===== config.mk =====
export PLATFORM = sky130hd
export DESIGN_NAME = data_mem_access_unit
export DESIGN_NICKNAME = d
export VERILOG_FILES = /design/src/rtl/data_mem_access_unit.sv
export SDC_FILE = /design/constraint.sdc
export NUM_CORES = 1
export LEC_CHECK = 0
export CORE_MARGIN = 2
export CORE_UTILIZATION = 25
export CTS_BUF_LIST = sky130_fd_sc_hd__clkbuf_2
export CTS_CLUSTER_SIZE = 25
export DETAILED_ROUTE_END_ITERATION = 16
export PLACE_DENSITY_LB_ADDON = 0.2
export SLEW_MARGIN = 20
export SYNTH_ARGS = -nofsm -noshare
export SYNTH_HDL_FRONTEND = slang
export SYNTH_SLANG_ARGS = --single-unit

===== constraint.sdc =====
create_clock -name clk -period 4.5 [get_ports clk]
set_clock_uncertainty 0.05 [all_clocks]
set_input_delay 0.9 -clock clk [delete_from_list [all_inputs] [get_ports clk]]
set_output_delay 0.9 -clock clk [all_outputs]
set_load 0.01 [all_outputs]

===== src/rtl/data_mem_access_unit.sv =====
// Load/store unit for a word-wide single-port synchronous data RAM.
// Sub-word stores run as read-modify-write because the RAM has no byte enables.
module data_mem_access_unit #(
  parameter int ADDR_W = 10
) (
  input  logic              clk,
  input  logic              rst,
  input  logic              req_valid,
  output logic              req_ready,
  input  logic              DMWR,
  input  logic [2:0]        DMCtrl,
  input  logic [31:0]       addr,
  input  logic [31:0]       wdata,
  output logic              resp_valid,
  output logic [31:0]       rdata,
  output logic              misaligned,
  output logic              illegal,
  output logic              mem_en,
  output logic              mem_we,
  output logic [ADDR_W-1:0] mem_addr,
  output logic [31:0]       mem_wdata,
  input  logic [31:0]       mem_rdata
);

  typedef enum logic [2:0] {
    S_IDLE    = 3'd0,
    S_READ    = 3'd1,
    S_CAPTURE = 3'd2,
    S_WRITE   = 3'd3,
    S_RESP    = 3'd4
  } state_t;

  localparam logic [1:0] SZ_BYTE = 2'd0;
  localparam logic [1:0] SZ_HALF = 2'd1;
  localparam logic [1:0] SZ_WORD = 2'd2;

  state_t            r_state;
  state_t            w_state_next;

  logic              r_wr;
  logic [2:0]        r_ctrl;
  logic [ADDR_W+1:0] r_addr;
  logic [15:0]       r_wdata;
  logic              r_mis;
  logic              r_ill;
  logic [31:0]       r_rdata;
  logic [31:0]       r_mem_wdata;

  logic              w_accept;
  logic              w_ill;
  logic              w_mis;
  logic [1:0]        w_size;
  logic [1:0]        w_size_q;
  logic [7:0]        w_byte;
  logic [15:0]       w_half;
  logic [31:0]       w_load;
  logic [31:0]       w_merged;

  // Store encodings differ from load encodings: 010 is SB, 000 is SW.
  function automatic logic [1:0] f_size(input logic wr, input logic [2:0] ctrl);
    logic [1:0] sz;
    if (wr) begin
      case (ctrl)
        3'b010:  sz = SZ_BYTE;
        3'b001:  sz = SZ_HALF;
        default: sz = SZ_WORD;
      endcase
    end else begin
      case (ctrl[1:0])
        2'b00:   sz = SZ_BYTE;
        2'b01:   sz = SZ_HALF;
        default: sz = SZ_WORD;
      endcase
    end
    return sz;
  endfunction

  function automatic logic f_illegal(input logic wr, input logic [2:0] ctrl);
    if (wr)
      return !(ctrl == 3'b000 || ctrl == 3'b001 || ctrl == 3'b010);
    else
      return (ctrl == 3'b011 || ctrl == 3'b110 || ctrl == 3'b111);
  endfunction

  assign req_ready = (r_state == S_IDLE);
  assign w_accept  = req_valid && req_ready;

  always_comb begin
    w_size = f_size(DMWR, DMCtrl);
    w_ill  = f_illegal(DMWR, DMCtrl);
    w_mis  = 1'b0;
    if (!w_ill) begin
      if (w_size == SZ_HALF)
        w_mis = addr[0];
      else if (w_size == SZ_WORD)
        w_mis = (addr[1:0] != 2'b00);
    end
  end

  always_ff @(posedge clk or posedge rst) begin
    if (rst)
      r_state <= S_IDLE;
    else
      r_state <= w_state_next;
  end

  always_comb begin
    w_state_next = r_state;
    case (r_state)
      S_IDLE: begin
        if (w_accept) begin
          if (w_ill || w_mis)
            w_state_next = S_RESP;
          else if (DMWR && (w_size == SZ_WORD))
            w_state_next = S_WRITE;
          else
            w_state_next = S_READ;
        end
      end
      S_READ:    w_state_next = S_CAPTURE;
      S_CAPTURE: w_state_next = r_wr ? S_WRITE : S_RESP;
      S_WRITE:   w_state_next = S_RESP;
      S_RESP:    w_state_next = S_IDLE;
      default:   w_state_next = S_IDLE;
    endcase
  end

  // RAM strobes come straight from the state register so they cannot glitch.
  assign mem_en     = (r_state == S_READ) || (r_state == S_WRITE);
  assign mem_we     = (r_state == S_WRITE);
  assign mem_addr   = r_addr[ADDR_W+1:2];
  assign mem_wdata  = r_mem_wdata;
  assign resp_valid = (r_state == S_RESP);
  assign rdata      = r_rdata;
  assign misaligned = resp_valid && r_mis;
  assign illegal    = resp_valid && r_ill;

  assign w_size_q = f_size(r_wr, r_ctrl);

  always_comb begin
    case (r_addr[1:0])
      2'd0:    w_byte = mem_rdata[7:0];
      2'd1:    w_byte = mem_rdata[15:8];
      2'd2:    w_byte = mem_rdata[23:16];
      default: w_byte = mem_rdata[31:24];
    endcase
    w_half = r_addr[1] ? mem_rdata[31:16] : mem_rdata[15:0];
    case (w_size_q)
      SZ_BYTE: w_load = r_ctrl[2] ? {24'd0, w_byte} : {{24{w_byte[7]}}, w_byte};
      SZ_HALF: w_load = r_ctrl[2] ? {16'd0, w_half} : {{16{w_half[15]}}, w_half};
      default: w_load = mem_rdata;
    endcase
  end

  always_comb begin
    w_merged = mem_rdata;
    if (w_size_q == SZ_BYTE) begin
      for (int i = 0; i < 4; i++) begin
        if (r_addr[1:0] == i[1:0])
          w_merged[8*i +: 8] = r_wdata[7:0];
      end
    end else if (r_addr[1]) begin
      w_merged[31:16] = r_wdata;
    end else begin
      w_merged[15:0] = r_wdata;
    end
  end

  // rdata is cleared on accept so stores and faults respond with zero.
  always_ff @(posedge clk or posedge rst) begin
    if (rst) begin
      r_wr        <= 1'b0;
      r_ctrl      <= 3'd0;
      r_addr      <= '0;
      r_wdata     <= 16'd0;
      r_mis       <= 1'b0;
      r_ill       <= 1'b0;
      r_rdata     <= 32'd0;
      r_mem_wdata <= 32'd0;
    end else begin
      if (w_accept) begin
        r_wr        <= DMWR;
        r_ctrl      <= DMCtrl;
        r_addr      <= addr[ADDR_W+1:0];
        r_wdata     <= wdata[15:0];
        r_mis       <= w_mis;
        r_ill       <= w_ill;
        r_rdata     <= 32'd0;
        r_mem_wdata <= wdata;
      end else if (r_state == S_CAPTURE) begin
        if (r_wr)
          r_mem_wdata <= w_merged;
        else
          r_rdata <= w_load;
      end
    end
  end

endmodule


==> run_results.csv, run 1 <==
group,metric,value,unit
global_routing,antenna_found_initial,2,
setup_path,setup.worst_path.start,"r_state[2]$_DFFE_PP0P_",
die,start_util,25.54,%
final_layout,fin_nets,802,
cts,clock_path_buffers,2,
synthesis,syn-cell-area,0.005385,mm²
cts,root_buffer,"clkbuf_2",
global_routing,grt.overflow.total,0,
setup_path,rr_worst_depth,4,
cts,cts_made_buffers,9,
synthesis,ys.flop_type,"dfrtp_1",
placement,gp_congestion,0.8467,
setup_path,reg2reg_slack,1.75,ns
synthesis,synth-seq-cells,101,
global_routing,grt_pass1_vias,4917,
power,peakVddDrop,0.2059,mV
final_layout,final_common_cell,"clkdlybuf4s50_1",
synthesis,synth.top_cell.area_share,46.93,%
setup_path,required,3.55,ns
setup_path,cp-endpoint,"misaligned",
synthesis,synth_edf_count,0,
die,die_area,0.02273,mm²
cts,clk_latency,0.62,ns
die,num_io_pins,183,
final_layout,layout_common_cells,"clkdlybuf4s50_1, nand2_1, dfrtp_1",
sta,finalSetupViolCount,0,
sta,rsz0062_at_grt,"false",
cts,postCtsHoldBufs,0,
sta,fin_crit_sh,73.09,%
synthesis,synth.area.top_cells,"dfrtp_1, nand2_1, mux2i_1",
sta,slew_viol_final,0,
global_routing,grtUsageTotal,17.02,%
die,die_y,150.8,µm
synthesis,synth_cells,571,
sta,worst_pin_slew,0.9999,ns
sta,hold_violations,0,
sta,tns,0,ns
routing,initialDrtViolationCount,455,
placement,io_buffer_count,162,
power,p_leak,3.098,nW
routing,routed_wirelength,19.16,mm
routing,viasPerCell,4.982,
cts,h-tree-depth,3,
synthesis,ys_async_sr_fraction,100.0,%
synthesis,yosys_warnings,0,
die,coreArea,0.02109,mm²
routing,drc,0,
setup_path,worstPathArrival,2.34,ns
sta,max_clock_freq,0.3040,GHz
setup_path,start_kind,"register",
global_routing,grt_max_degree,59,
synthesis,avgSynthCellArea,9.431,µm²
final_layout,drive_above_1_share,7.813,%
worst_hold_path,hold_class,"reg2reg",
setup_path,reg2reg_to,"rdata[30]$_DFFE_PP0P_",
synthesis,synth_cell_types,54,
sta,whs,0.4674,ns
cts,clkTransAtPathRegs,0.29,ns
placement,hpwl,14.05,mm
cts,cts_tree,"yes",
run_status,outcome,"complete, no violations",
setup_path,worst-path-max-fanout,9,
die,fp-row-count,53,
synthesis,yosysSeqAreaShare,46.93,%
routing,vias,4892,
power,powerDensity,666.4,mW/mm²
cts,post_cts_buffers,0,
synthesis,synth_largest_area_cell,"dfrtp_1",
die,die_x,150.8,µm
routing,firstDrtPassIters,4,
synthesis,syn-num-nets,674,
routing,wire_per_inst,19.51,µm
sta,finalCriticalPeriod,3.289,ns
setup_path,r2r_start,"r_addr[0]$_DFFE_PP0P_",
setup_path,critPathKind,"reg2out",
global_routing,grt_pass1_wl,28.99,mm
setup_path,endpoint_kind,"output pin",
flow_run,drv_cap,0,
cts,numClockSinks,101,
cts,cts_resized,0,
final_layout,area_growth,35.29,%
sta,relSlewSlack,33.34,%
routing,ant_nets,0,
[routing by layer]
layer / wire length, µm / global-route usage, % / share of wire, %
met5: 0 / 0 / 0
met4: 526 / 5.888 / 2.7
met3: 1627 / 5.576 / 8.5
met2: 8835 / 26.75 / 46
met1: 8168 / 22.01 / 43
[final cells by class]
class                           count  area (µm²)
Clock buffer                       10       50.05
Multi-Input combinational cell    411        2580
Tap cell                          275       344.1
Antenna cell                        3       7.507
Sequential cell                   101        2527
Timing Repair Buffer              171        1702
Clock inverter                      6       53.80
Fill cell                        2154       13800
Inverter                            5       21.27
[worst min-delay path by stage]
stage	start	to	cells past startpoint	slack [ns]
CTS	r_wdata[9]$_DFFE_PP0P_	r_wdata[9]$_DFFE_PP0P_	2	0.47
detailed placement	r_wdata[13]$_DFFE_PP0P_	r_wdata[13]$_DFFE_PP0P_	2	0.41
floorplan	r_wdata[10]$_DFFE_PP0P_	r_wdata[10]$_DFFE_PP0P_	2	0.39
global route	r_addr[4]$_DFFE_PP0P_	r_addr[4]$_DFFE_PP0P_	2	0.50
finish	r_wdata[9]$_DFFE_PP0P_	r_wdata[9]$_DFFE_PP0P_	2	0.47
global placement	r_wdata[9]$_DFFE_PP0P_	r_wdata[9]$_DFFE_PP0P_	2	0.40
[through the flow]
stage | utilization [%] | setup WS [ns] | instances | total power (W) | cell area (µm²)
after detailed placement | 34.00 | 1.101 | 963 | 0.004459 | 7171
after CTS | 34.50 | 1.100 | 979 | 0.004910 | 7274
after floorplan | - | 0.9029 | 571 | 0.003316 | 5385
final | 34.55 | 1.211 | 982 | 0.004855 | 7286
after global routing | 34.54 | 0.9931 | 981 | 0.005237 | 7283
after global placement | 34.00 | 1.165 | 963 | 0.004425 | 7171
[kinds of logic after synthesis]
family          count (synthesis)  synth area share (%)
flops                         101                 46.93
buf+inv                        59                 5.460
simple gates                  213                 18.12
compound gates                165                 21.49
mux                            32                 7.830
xor+xnor                        1                0.1627
[power by group]
group	internal [W]	switching (W)
clock network	0.0000859	0.000341
registers	0.00131	0.000354
logic	0.00127	0.00149
[synth_stat cells (all sizes together) (2+ instances only)]
cell type / count
a31oi: 2
o311ai: 3
o21ai: 45
and2: 10
buf: 23
nor3: 2
a21oi: 24
a211o: 2
and3: 8
a211oi: 17
o211ai: 15
a21o: 3
nand2: 137
nor2b: 6
clkbuf: 31
inv: 4
o221ai: 6
nor4b: 3
a221oi: 3
nor2: 22
o31ai: 17
nand2b: 10
nand3: 5
dfrtp: 101
mux2i: 23
a22oi: 22
mux4: 8
[flip-flops by register name (all words and copies together), names as in the netlist]
name / flops
mem_wdata: 32
rdata: 32
r_wdata: 16
r_addr: 12
r_ctrl: 3
r_state: 3
r_ill: 1
r_mis: 1
r_wr: 1
[critical path, cell delays in order, from the launching register on]
cell and delay, ns:
dfrtp_1 0.62, nor3b_1 0.39, and2_1 0.19, clkdlybuf4s50_1 0.54
No activity file was read; power rests on OpenSTA's default activity.
==> run 2: changes to the inputs <==
==> constraint.sdc (replaced) <==
create_clock -name clk -period 2.9 [get_ports clk]
set_clock_uncertainty 0.05 [all_clocks]
set_input_delay 0.58 -clock clk [delete_from_list [all_inputs] [get_ports clk]]
set_output_delay 0.58 -clock clk [all_outputs]
set_load 0.01 [all_outputs]
==> run_results.csv, run 2 (synthesized netlist as in run 1, its figures left out) <==
group,metric,value,unit
routing,firstDrtPassIters,5,
power,swShare,44.10,%
global_routing,grt.overflow.total,0,
global_routing,grt_pass1_vias,4977,
routing,ant_nets,0,
sta,hold_violations,0,
global_routing,grt_max_degree,62,
power,p_leak,3.200,nW
sta,fin_crit_sh,94.17,%
setup_path,worstPathArrival,2.10,ns
sta,finalSetupViolCount,0,
final_layout,final_common_cell,"clkdlybuf4s50_1",
sta,tns,0,ns
power,pwr-share-clk,9.5,%
cts,cts_tree,"yes",
final_layout,antenna_cells,0,
power,switchingPower,0.003430,W
sta,rsz0062_at_grt,"false",
setup_path,endpoint_kind,"output pin",
sta,finalCriticalPeriod,2.731,ns
die,die_x,150.8,µm
sta,max_clock_freq,0.3662,GHz
cts,postCtsHoldBufs,0,
power,p_seq_share,32.9,%
power,peakVddDrop,0.3444,mV
final_layout,final_core_util,35.48,%
placement,gp_congestion,0.8054,
sta,worst_pin_slew,0.7667,ns
setup_path,reg2reg_to,"rdata[17]$_DFFE_PP0P_",
setup_path,start_kind,"register",
global_routing,grtUsageTotal,17.25,%
final_layout,drive_above_1_share,10.00,%
routing,wire_per_inst,19.53,µm
flow_run,drv_cap,0,
placement,io_buffer_count,162,
global_routing,grt_pass1_wl,29.50,mm
worst_hold_path,hold_class,"in2async",
die,start_util,25.54,%
final_layout,fin_nets,818,
final_layout,regArea,0.002531,mm²
setup_path,r2r_start,"r_wr$_DFFE_PP0P_",
cts,h-tree-depth,3,
die,num_io_pins,183,
setup_path,rr_worst_depth,6,
global_routing,antenna_found_initial,0,
setup_path,reg2reg_slack,0.66,ns
routing,initialDrtViolationCount,254,
routing,viasPerCell,5.017,
cts,cts_made_buffers,9,
routing,drc,0,
final_layout,area_growth,38.94,%
sta,slew_viol_final,0,
die,die_area,0.02273,mm²
routing,vias,4992,
setup_path,required,2.27,ns
final_layout,layout_common_cells,"clkdlybuf4s50_1, nand2_1, dfrtp_1",
power,p_int,0.004348,W
cts,clkTransAtPathRegs,0.30,ns
die,die_y,150.8,µm
final_layout,multiInputGateArea,0.002587,mm²
setup_path,critPathKind,"reg2out",
cts,root_buffer,"clkbuf_2",
final_layout,fillers,2142,
sta,relSlewSlack,48.89,%
cts,numClockSinks,101,
cts,clock_path_buffers,2,
cts,clk_latency,0.63,ns
placement,hpwl,14.45,mm
setup_path,worst-path-max-fanout,13,
power,powerDensity,1040,mW/mm²
power,p_comb_share,57.6,%
routing,routed_wirelength,19.43,mm
run_status,outcome,"complete, no violations",
die,coreArea,0.02109,mm²
die,fp-row-count,53,
## run 2: changes by cell type in the layout (fill, tap and decap cells not counted), moves of 3 or more
| cell | previous run | this run |
|---|---|---|
| buf_4 | 8 | 20 |
| buf_12 | 1 | 5 |
| dfrtp_1 | 101 | 98 |
| dfrtp_2 | 0 | 3 |
| diode_2 | 3 | 0 |
## run 2: per-stage QoR
step           hold WS [ns]  setup slack, ns  total power (W)  instance area [µm²]  std cells
6_report             0.2658           0.1690         0.007778                 7482        995
5_1_grt              0.2751         0.002208         0.008372                 7482        995
4_1_cts              0.2363         0.001539         0.007837                 7460        993
3_5_place_dp         0.4048           0.2844         0.007061                 7327        977
3_3_place_gp         0.4001           0.3529         0.007005                 7327        977
2_1_floorplan        0.3874           0.9335         0.005146                 5389        571
## run 2: cell type report
| cell class | count | share of cell area (%) |
|---|---|---|
| Multi-Input combinational cell | 411 | 34.58 |
| Sequential cell | 101 | 33.83 |
| Timing Repair Buffer | 187 | 25.02 |
| Tap cell | 275 | 4.599 |
| Clock inverter | 7 | 1.070 |
| Clock buffer | 9 | 0.6020 |
| Inverter | 5 | 0.3010 |
## run 2: power by group through the flow
stage,combinational (W),sequential [W],clock [W]
5_1_grt,0.00491,0.00265,0.000804
2_1_floorplan,0.00260,0.00255,0
4_1_cts,0.00450,0.00256,0.000776
3_3_place_gp,0.00443,0.00257,0
3_5_place_dp,0.00447,0.00259,0
6_report,0.00448,0.00256,0.000738
## run 2: repair_timing
action,CTS,global route
setup endpoints to repair,3,2
gates resized for setup,3,2
cloned,0,0
buffers inserted,0,2
## run 2: worst max-delay path, stage by stage, from the launching register on
cell             delay, ns
dfrtp_2               0.56
nor3b_4               0.25
and2_1                0.17
clkdlybuf4s50_1       0.53
## run 2: routing by layer
layer	vias to the layer above	global-route usage [%]	part of all wire (%)
li1	2315	-	-
met1	2457	22.61	43
met2	196	28.09	47
met3	24	4.636	7.7
met4	0	4.766	2.1
met5	-	0	0
## run 2: how the worst max path moves through the flow
stage | depth (start not counted) | startpoint | slack [ns] | to
finish | 3 | r_state[1]$_DFFE_PP0P_ | 0.17 | misaligned
global route | 3 | r_state[2]$_DFFE_PP0P_ | 0.002 | illegal
CTS | 3 | r_state[1]$_DFFE_PP0P_ | 0.002 | misaligned
detailed placement | 6 | mem_rdata[31] | 0.28 | rdata[30]$_DFFE_PP0P_
global placement | 6 | mem_rdata[31] | 0.35 | rdata[28]$_DFFE_PP0P_
floorplan | 5 | mem_rdata[31] | 0.93 | rdata[16]$_DFFE_PP0P_
==> run 3: changes to the inputs <==
--- a/config.mk
+++ b/config.mk
@@ -5,10 +5,10 @@
 export SDC_FILE = /design/constraint.sdc
 export NUM_CORES = 1
 export LEC_CHECK = 0
+export CAP_MARGIN = 40
 export CORE_MARGIN = 2
 export CORE_UTILIZATION = 25
 export CTS_BUF_LIST = sky130_fd_sc_hd__clkbuf_2
-export CTS_CLUSTER_SIZE = 25
 export DETAILED_ROUTE_END_ITERATION = 16
 export PLACE_DENSITY_LB_ADDON = 0.2
 export SLEW_MARGIN = 20
==> results of run 3 <==
Final layout, timing and power as in run 2 (identical DEF).
